===== src/rtl/arq_pkg.sv =====
// Shared ARQ definitions: scheduler state encoding and default timing/retry
// constants, also used by the receiver-side ACK generator.
package arq_pkg;

  typedef enum logic [2:0] {
    IDLE     = 3'd0,
    SEND     = 3'd1,
    WAIT_ACK = 3'd2,
    RETRANS  = 3'd3,
    FLUSH    = 3'd4
  } arq_state_e;

  localparam int unsigned DEF_TIMEOUT_CYC = 200000;
  localparam int unsigned DEF_MAX_RETRY   = 3;
  localparam int unsigned DEF_TMR_W       = 18;
  localparam int unsigned DEF_RTY_W       = 2;

endpackage


===== src/rtl/arq_timeout_timer.sv =====
// ACK timeout timer: saturating up-counter with clear/enable; o_expire is
// high while the count equals TIMEOUT_CYC-1.
module arq_timeout_timer
  import arq_pkg::*;
#(
  parameter int unsigned TIMEOUT_CYC = DEF_TIMEOUT_CYC,
  parameter int unsigned TMR_W       = DEF_TMR_W
) (
  input  logic i_clk,
  input  logic i_rst_n,
  input  logic i_clr,
  input  logic i_en,
  output logic o_expire
);

  logic [TMR_W-1:0] cnt_q, cnt_d;

  always_comb begin
    cnt_d = cnt_q;
    if (i_clr) begin
      cnt_d = '0;
    end else if (i_en && (cnt_q != '1)) begin
      cnt_d = cnt_q + 1'b1;
    end
  end

  always_ff @(posedge i_clk) begin
    if (!i_rst_n) begin
      cnt_q <= '0;
    end else begin
      cnt_q <= cnt_d;
    end
  end

  assign o_expire = (cnt_q == TMR_W'(TIMEOUT_CYC - 1));

endmodule


===== src/rtl/arq_scheduler.sv =====
// Sender-side ARQ scheduler: selects mapper vs line-FIFO replay, times out
// ACKs, counts retries and pulses the line-FIFO flush. Optional statistics
// counters are enabled with `define ARQ_SCHED_STATS_EN.
module arq_scheduler
  import arq_pkg::*;
#(
  parameter int unsigned TIMEOUT_CYC = DEF_TIMEOUT_CYC,
  parameter int unsigned MAX_RETRY   = DEF_MAX_RETRY,
  parameter int unsigned TMR_W       = DEF_TMR_W,
  parameter int unsigned RTY_W       = DEF_RTY_W
) (
  input  logic             i_clk,
  input  logic             i_rst_n,
  input  logic             i_arq_en,
  input  logic             i_frame_fas,
  input  logic             i_frame_done,
  input  logic             i_ack_valid,
  input  logic             i_ack_good,
  output logic             o_mapper_hold,
  output logic             o_sel_line_fifo,
  output logic             o_retrans_req,
  output logic             o_send_complete,
  output logic             o_fail,
  output logic [RTY_W-1:0] o_retry_cnt
`ifdef ARQ_SCHED_STATS_EN
  ,
  output logic [15:0]      o_tx_frames,
  output logic [15:0]      o_retrans_total,
  output logic [7:0]       o_fail_total
`endif
);

  arq_state_e       state_q, state_d;
  logic [RTY_W-1:0] retry_q, retry_d;
  logic             fail_q, fail_d;
  logic             hold_q, sel_q, req_q, cmpl_q;
  logic             tmr_clr, tmr_en, tmr_expire;

  arq_timeout_timer #(
    .TIMEOUT_CYC (TIMEOUT_CYC),
    .TMR_W       (TMR_W)
  ) u_timer (
    .i_clk    (i_clk),
    .i_rst_n  (i_rst_n),
    .i_clr    (tmr_clr),
    .i_en     (tmr_en),
    .o_expire (tmr_expire)
  );

  always_comb begin
    state_d = state_q;
    retry_d = retry_q;
    fail_d  = fail_q;
    tmr_clr = 1'b0;
    tmr_en  = (state_q == WAIT_ACK);
    unique case (state_q)
      IDLE: begin
        if (i_frame_fas) begin
          state_d = SEND;
          retry_d = '0;
          fail_d  = 1'b0;
        end
      end
      SEND: begin
        if (i_frame_done) begin
          if (!i_arq_en) begin
            state_d = FLUSH;
          end else begin
            state_d = WAIT_ACK;
            tmr_clr = 1'b1;
          end
        end
      end
      WAIT_ACK: begin
        // A good ACK takes priority over a simultaneous timer expiry.
        if (i_ack_valid && i_ack_good) begin
          state_d = FLUSH;
        end else if ((i_ack_valid && !i_ack_good) || tmr_expire) begin
          if (retry_q < RTY_W'(MAX_RETRY)) begin
            retry_d = retry_q + 1'b1;
            state_d = RETRANS;
          end else begin
            fail_d  = 1'b1;
            state_d = FLUSH;
          end
        end
      end
      RETRANS: begin
        if (i_frame_done) begin
          state_d = WAIT_ACK;
          tmr_clr = 1'b1;
        end
      end
      FLUSH:   state_d = IDLE;
      default: state_d = IDLE;
    endcase
  end

  // Outputs are decoded from the next state so they register alongside it.
  always_ff @(posedge i_clk) begin
    if (!i_rst_n) begin
      state_q <= IDLE;
      retry_q <= '0;
      fail_q  <= 1'b0;
      hold_q  <= 1'b0;
      sel_q   <= 1'b0;
      req_q   <= 1'b0;
      cmpl_q  <= 1'b0;
    end else begin
      state_q <= state_d;
      retry_q <= retry_d;
      fail_q  <= fail_d;
      hold_q  <= (state_d == WAIT_ACK) || (state_d == RETRANS);
      sel_q   <= (state_d == RETRANS);
      req_q   <= (state_d == RETRANS);
      cmpl_q  <= (state_d == FLUSH);
    end
  end

  assign o_mapper_hold   = hold_q;
  assign o_sel_line_fifo = sel_q;
  assign o_retrans_req   = req_q;
  assign o_send_complete = cmpl_q;
  assign o_fail          = fail_q;
  assign o_retry_cnt     = retry_q;

`ifdef ARQ_SCHED_STATS_EN
  logic [15:0] tx_frames_q, retrans_total_q;
  logic [7:0]  fail_total_q;

  always_ff @(posedge i_clk) begin
    if (!i_rst_n) begin
      tx_frames_q     <= '0;
      retrans_total_q <= '0;
      fail_total_q    <= '0;
    end else begin
      if ((state_d == FLUSH) && (tx_frames_q != '1)) begin
        tx_frames_q <= tx_frames_q + 1'b1;
      end
      if ((state_q != RETRANS) && (state_d == RETRANS) && (retrans_total_q != '1)) begin
        retrans_total_q <= retrans_total_q + 1'b1;
      end
      if (fail_d && !fail_q && (fail_total_q != '1)) begin
        fail_total_q <= fail_total_q + 1'b1;
      end
    end
  end

  assign o_tx_frames     = tx_frames_q;
  assign o_retrans_total = retrans_total_q;
  assign o_fail_total    = fail_total_q;
`endif

endmodule


===== config.mk =====
export PLATFORM = sky130hd
export DESIGN_NAME = arq_scheduler
export DESIGN_NICKNAME = d
export VERILOG_FILES = /design/src/rtl/arq_pkg.sv /design/src/rtl/arq_timeout_timer.sv /design/src/rtl/arq_scheduler.sv
export SDC_FILE = /design/constraint.sdc
export NUM_CORES = 1
export LEC_CHECK = 0
export ABC_AREA = 1
export CORE_MARGIN = 1
export CORE_UTILIZATION = 43
export DETAILED_ROUTE_END_ITERATION = 6
export SLEW_MARGIN = 10
export SYNTH_ARGS = -nofsm -noshare
export SYNTH_HDL_FRONTEND = slang
export SYNTH_SLANG_ARGS = --single-unit
export TNS_END_PERCENT = 5

===== constraint.sdc =====
create_clock -name i_clk -period 1.5 [get_ports i_clk]
set_input_delay 0.375 -clock i_clk [delete_from_list [all_inputs] [get_ports i_clk]]
set_output_delay 0.375 -clock i_clk [all_outputs]
set_load 0.02 [all_outputs]

== Word level (Yosys, flattened, before mapping) ==
Cells that the tools add are included.
Widths: inputs -> output; s select.
Word-level totals
  flip-flop bits (word level): 27
  bits in latches: 0
  memory bits (writable): 0
  ROM bits: 0
  input bits: 7
  logic and storage cells: 57
  memories: 0
Operators by class
  $add $sub $neg: 2
  $mul: 0
  divide/modulo/power cells: 0
  order comparisons: 1
  equality and inequality tests: 13
  shifts and indexed selects: 0
  multiplexer cells: 22
  bitwise logic cells: 1
  reductions and logical operators: 11
Operators with widths (number)
  $mux 3: 7
  $add 18x1->18 const B: 1
  $eq 18x18->1 const B: 1
  $ne 18x18->1 const B: 1
  $eq 3x2->1 const B: 4
  $pmux 3 s4: 1
  $ne 2x2->1 const B: 5
  $reduce_and 5->1: 2
  $mux 2: 4
  $mux 1: 7
  $pmux 1 s2: 2
  $pmux 2 s2: 1
  $eq 3x1->1 const B: 1
  $eq 3x3->1 const B: 1
  $logic_and 1x1->1: 3
  $logic_not 3->1: 1
  $add 2x1->2 const B: 1
  $logic_or 1x1->1: 2
  $lt 2x2->1 const B: 1
  $reduce_bool 2->1: 1
  $reduce_or 2->1: 1
  $logic_not 1->1: 1
  $not 1->1: 1

== Depth between registers and ports, before layout ==
  word-level depth: 8
  mapped depth: 12
  depth with buffers taken out: 11

== Cells and area by module ==
Synthesis repeated with hierarchy kept, for this count alone.
Unflattened totals
  cells, all modules: 245
  area, all modules: 1549.0 sq um
By module, submodules not included
  arq_timeout_timer: instances 1, cells an instance 182, area an instance 1107.3 sq um, sequential area each 360.3 sq um
  arq_scheduler: instances 1, cells an instance 63, area an instance 441.7 sq um, sequential area each 180.2 sq um

== Worst setup path after synthesis ==
Ideal clock, no wire load.
  path type: flip-flop to flip-flop
  start: reg u_timer.cnt_q[0]
  end: reg u_timer.cnt_q[6]
  library setup time: 0.124 ns
  arrival time: 1.407 ns
  data required time: 1.376 ns
  slack: -0.031 ns
  stages on the path, launching flop included: 12
  path buffers: 1
  clock period less this slack: 1.531 ns
  cell sequence: dfxtp_1 -> ha_1 -> nand3_2 -> nor2_2 -> nand2_1 -> inv_2 -> nand2_4 -> nand2_8 -> inv_4 -> buf_6 -> nand2_1 -> a21oi_2
Between the ends
  cells in the longest elaborated chain, start to end: 2
Ends and longest elaborated chain
  start: declaration: RTL line arq_timeout_timer.sv:16  | logic [TMR_W-1:0] cnt_q, cnt_d;
  start signal: assignment: RTL line arq_timeout_timer.sv:31  | cnt_q <= cnt_d;
  branches (longest 2 deep; another with $add 18x1->18)
Several ways; the timed one is not identified.
A chain may end at the register's enable or synchronous reset.

== Worst setup path in the final report ==
  start: reg u_timer.cnt_q[14]
  end: reg u_timer.cnt_q[11]
Between the ends
  cells in the longest elaborated chain, start to end: 2
Ends and longest elaborated chain
  $ne 18x18->1: RTL line arq_timeout_timer.sv:22  | end else if (i_en && (cnt_q != '1)) begin
  $logic_and 1x1->1: RTL line arq_timeout_timer.sv:22
No other way between the ends.

==> impl_metrics.ini <==
[outcome]
failing_checks = negative setup slack
outcome = finished with violations

[clocking]
ctsHtreeMaxLevel = 1
clk_lat_worst_skew_ps = 280
cts_buffer_depth = 2
cts.sink_count = 27
clk_pin_slew_worst_paths_ps = 100
tritoncts = yes
cts_inserted_buffers = 3
cts-hold-fix-buffers = 0
root_buffer = clkbuf_8

[sta]
final_report_hold_violation_count = 0
max_slew.worst_pin.slew_ps = 279
fin_skew_ps = 6.68
setup_viol = 1
slew_headroom_pct = 81.4
period_needed_ps = 1510
number_of_pins_exceeding_their_max_slew_limit_in_the_final_report = 0
timing.final.crit_share_pct = 101
timing.final.ws_setup_ps = -8.31
timing.fmax_mhz = 663
grt_setup_unrepaired = yes
hold_ws_ps = 450
setup_tns_ps = -8.31

[routing]
drt-pass1-iter-count = 4
wl_met2_um = 1790
routed_via_density = 4.91
count_of_antenna_violating_nets_left_after_detailed_routing = 0
met3RoutedLength_um = 151
met1_length_um = 1870
first_iter_violations = 75
post_drt_wl_per_cell_um = 12.1
postRouteWirelength_um = 3860
top_layer_used = met4
total_number_of_vias = 1570
remaining_drc_errors = 0

[critical_path]
crit_top_cell = nand2_1
worstPathMaxFanout = 7
worstSetupPathType = flop to flop
critPathRequiredTime_ps = 1710
setup.worst_path.start_class = flop
cpPeakStageDelay_ps = 480
worst-endpoint-arrival_ps = 1720
timing.critical_path.slowest_stage_cell = dfxtp_1
cp_num_buf_inv = 1
critPathTopFamily = simple AND/OR/NAND/NOR gates
setup.worst_path.end_class = flop
timing.reg2reg.setup_slack_ps = -8
cell_chain_critical_path = nand2_1 -> nor3_4 -> nand2_4 -> nand2_8 -> buf_12 -> nand2_1 -> a21oi_2

[logic_synthesis]
compound_gate_portion_of_the_synthesized_area_pct = 11.8
synth-simple-area-share_pct = 37.4
netlist-cell-type-count = 28
synth_xor_area_share_pct = 6.53
synth.mux.area_fraction_pct = 0
synthesis.nets = 247
synth_area_leaders = dfxtp_1 (34%), nand2_1 (18%), nor2_1 (7.7%)
yosys_warnings = 0
sequential_share_of_the_synthesized_area_pct = 33.6
ys_seq_elements = 27
syn_area_per_cell_sq_um = 6.76
post_synth_fa_ha_maj_area_fraction_pct = 1.56
yosysTopAreaCellShare_pct = 33.6
synthCells = 238
main_combinational_cell_family_by_area_after_synthesis = simple AND/OR/NAND/NOR gates
synth_top_area_cell = dfxtp_1
syn-cell-area_sq_mm = 0.00161

[placement]
dp.cells = 311
hpwl_um = 2660
port-buffer-count = 13
dp_worst_setup_slack_ps = -92.4
gp_congestion = 0.867

[layout]
synthToLayoutAreaGrowth_pct = 31.8
nNetsFinal = 284
multi_input_logic_area_sq_mm = 0.00102
stdcell_count = 320
filler_cell_count = 332
insertedDiodeCount = 0
seqCellArea_sq_um = 558
drive_above_1_share_pct = 28.8

[floorplan]
core_area_sq_mm = 0.00347
num_io_pins = 14
fp.dieArea_sq_mm = 0.00399
chipHeight_um = 63.2
floorplan.rows = 21
starting_utilization_of_the_core_area_pct = 46.4
die-width_um = 63.2

[pwr]
areal_power_density_over_the_cells_mw_per_mm2 = 652
power.leakage_nw = 0.874
worst_ir_drop_vdd_uv = 704
report.power.total_mw = 1.38

[min_path]
hold_class = flop to flop

[global_route]
grt_pass1_wl_um = 6130
grt_use_total_pct = 19.4
first_global_vias = 1355
number_of_antenna_violations_at_the_first_check_in_global_routing = 0
gr-total-overflow = 0
grt_start_max_net_pins = 16

[run]
max_cap_viols = 0
[cells in the mapped netlist]
cell type and instances:
nor3_4 1, nand2_2 1, inv_1 22, o21ai_2 1
nand2_4 1, xnor2_1 7, o21ai_0 4, nand3b_1 1
nand2_1 77, inv_2 2, buf_4 1, xor2_1 5
o21ai_1 1, dfxtp_1 27, a21oi_2 9, nor2_2 3
buf_12 1, nand4_1 7, ha_1 2, buf_6 1
nand2_8 1, nand3_1 11, a21boi_0 1, nor2_1 33
nand3_2 1, inv_4 2, buf_2 1, a21oi_1 14
[flip-flops by register name (all words and copies together) (netlist names)]
signal / count
o_fail: 1
o_mapper_hold: 1
o_retrans_req: 1
o_retry_cnt: 2
o_send_complete: 1
state_q: 3
u_timer.cnt_q: 18
[cell type report]
| cell class | instances | share of cell area (%) |
|---|---|---|
| Multi-Input combinational cell | 181 | 48.0 |
| Sequential cell | 27 | 26.3 |
| Timing Repair Buffer | 36 | 15.9 |
| Inverter | 26 | 4.96 |
| Tap cell | 46 | 2.71 |
| Clock buffer | 4 | 2.12 |
[what timing repair did]
action / 4_1_cts / 5_1_grt
resized for setup: 8 / 39
pin swaps: 1 / 17
endpoints found under the setup margin: 20 / 25
buffers inserted: 0 / 4
gates cloned: 0 / 1
[worst min-delay path, cell delays in order (launching register included)]
cell,delay [ps]
dfxtp_1,320
inv_1,40
a21oi_1,50
[metal layers]
layer  up-vias  GRT usage, %
met5         -             0
met4         0          4.55
met3         4          3.80
met2        34          30.2
met1       707          27.4
li1        825             -
[worst paths after layout]
check / startpoint / to / depth (start not counted)
worst min register to register: o_fail / o_fail / 2
worst min-delay path: o_fail / o_fail / 2
worst max register to register: u_timer.cnt_q[14] / u_timer.cnt_q[11] / 7
worst max-delay path: u_timer.cnt_q[14] / u_timer.cnt_q[11] / 7
[through the flow]
stage          utilization [%]  area (sq um)
6_report                  61.1          2120
5_1_grt                   61.1          2120
4_1_cts                   56.5          1960
3_5_place_dp              55.3          1920
3_3_place_gp              55.3          1920
2_1_floorplan                -          1610
[placed cells by master (no fill, tap or decap)]
master	count
nand2_1	68
nor2_1	31
inv_1	22
buf_4	20
dfxtp_1	19
a21oi_2	13
a21oi_1	10
nand3_1	9
nand2_2	9
xnor2_1	7
nand4_1	7
dlygate4sd2_1	7
o21ai_2	6
clkdlybuf4s50_1	6
nor2_2	5
xor2_1	5
dfxtp_2	5
clkbuf_8	3
dfxtp_4	3
inv_2	2
nand2_4	2
nand3_2	2
buf_12	2
nand3_4	1
nor3_4	1
inv_4	1
nand2_8	1
inv_6	1
nand3b_1	1
a21boi_0	1
ha_4	1
ha_1	1
clkbuf_1	1
clkbuf_16	1
[power by group]
part,switching [mW],internal (mW)
clock,0.236,0.191
sequential,0.0130,0.729
combinational,0.122,0.0922
[cells by family after synthesis]
logic type	count (synthesis)
XOR/XNOR	12
adder cells (fa/ha/maj)	2
AO/OA/AOI/OAI	30
AND/OR/NAND/NOR	137
buffers and inverters	30
flip-flops	27
(Power assumes the default switching activity.)
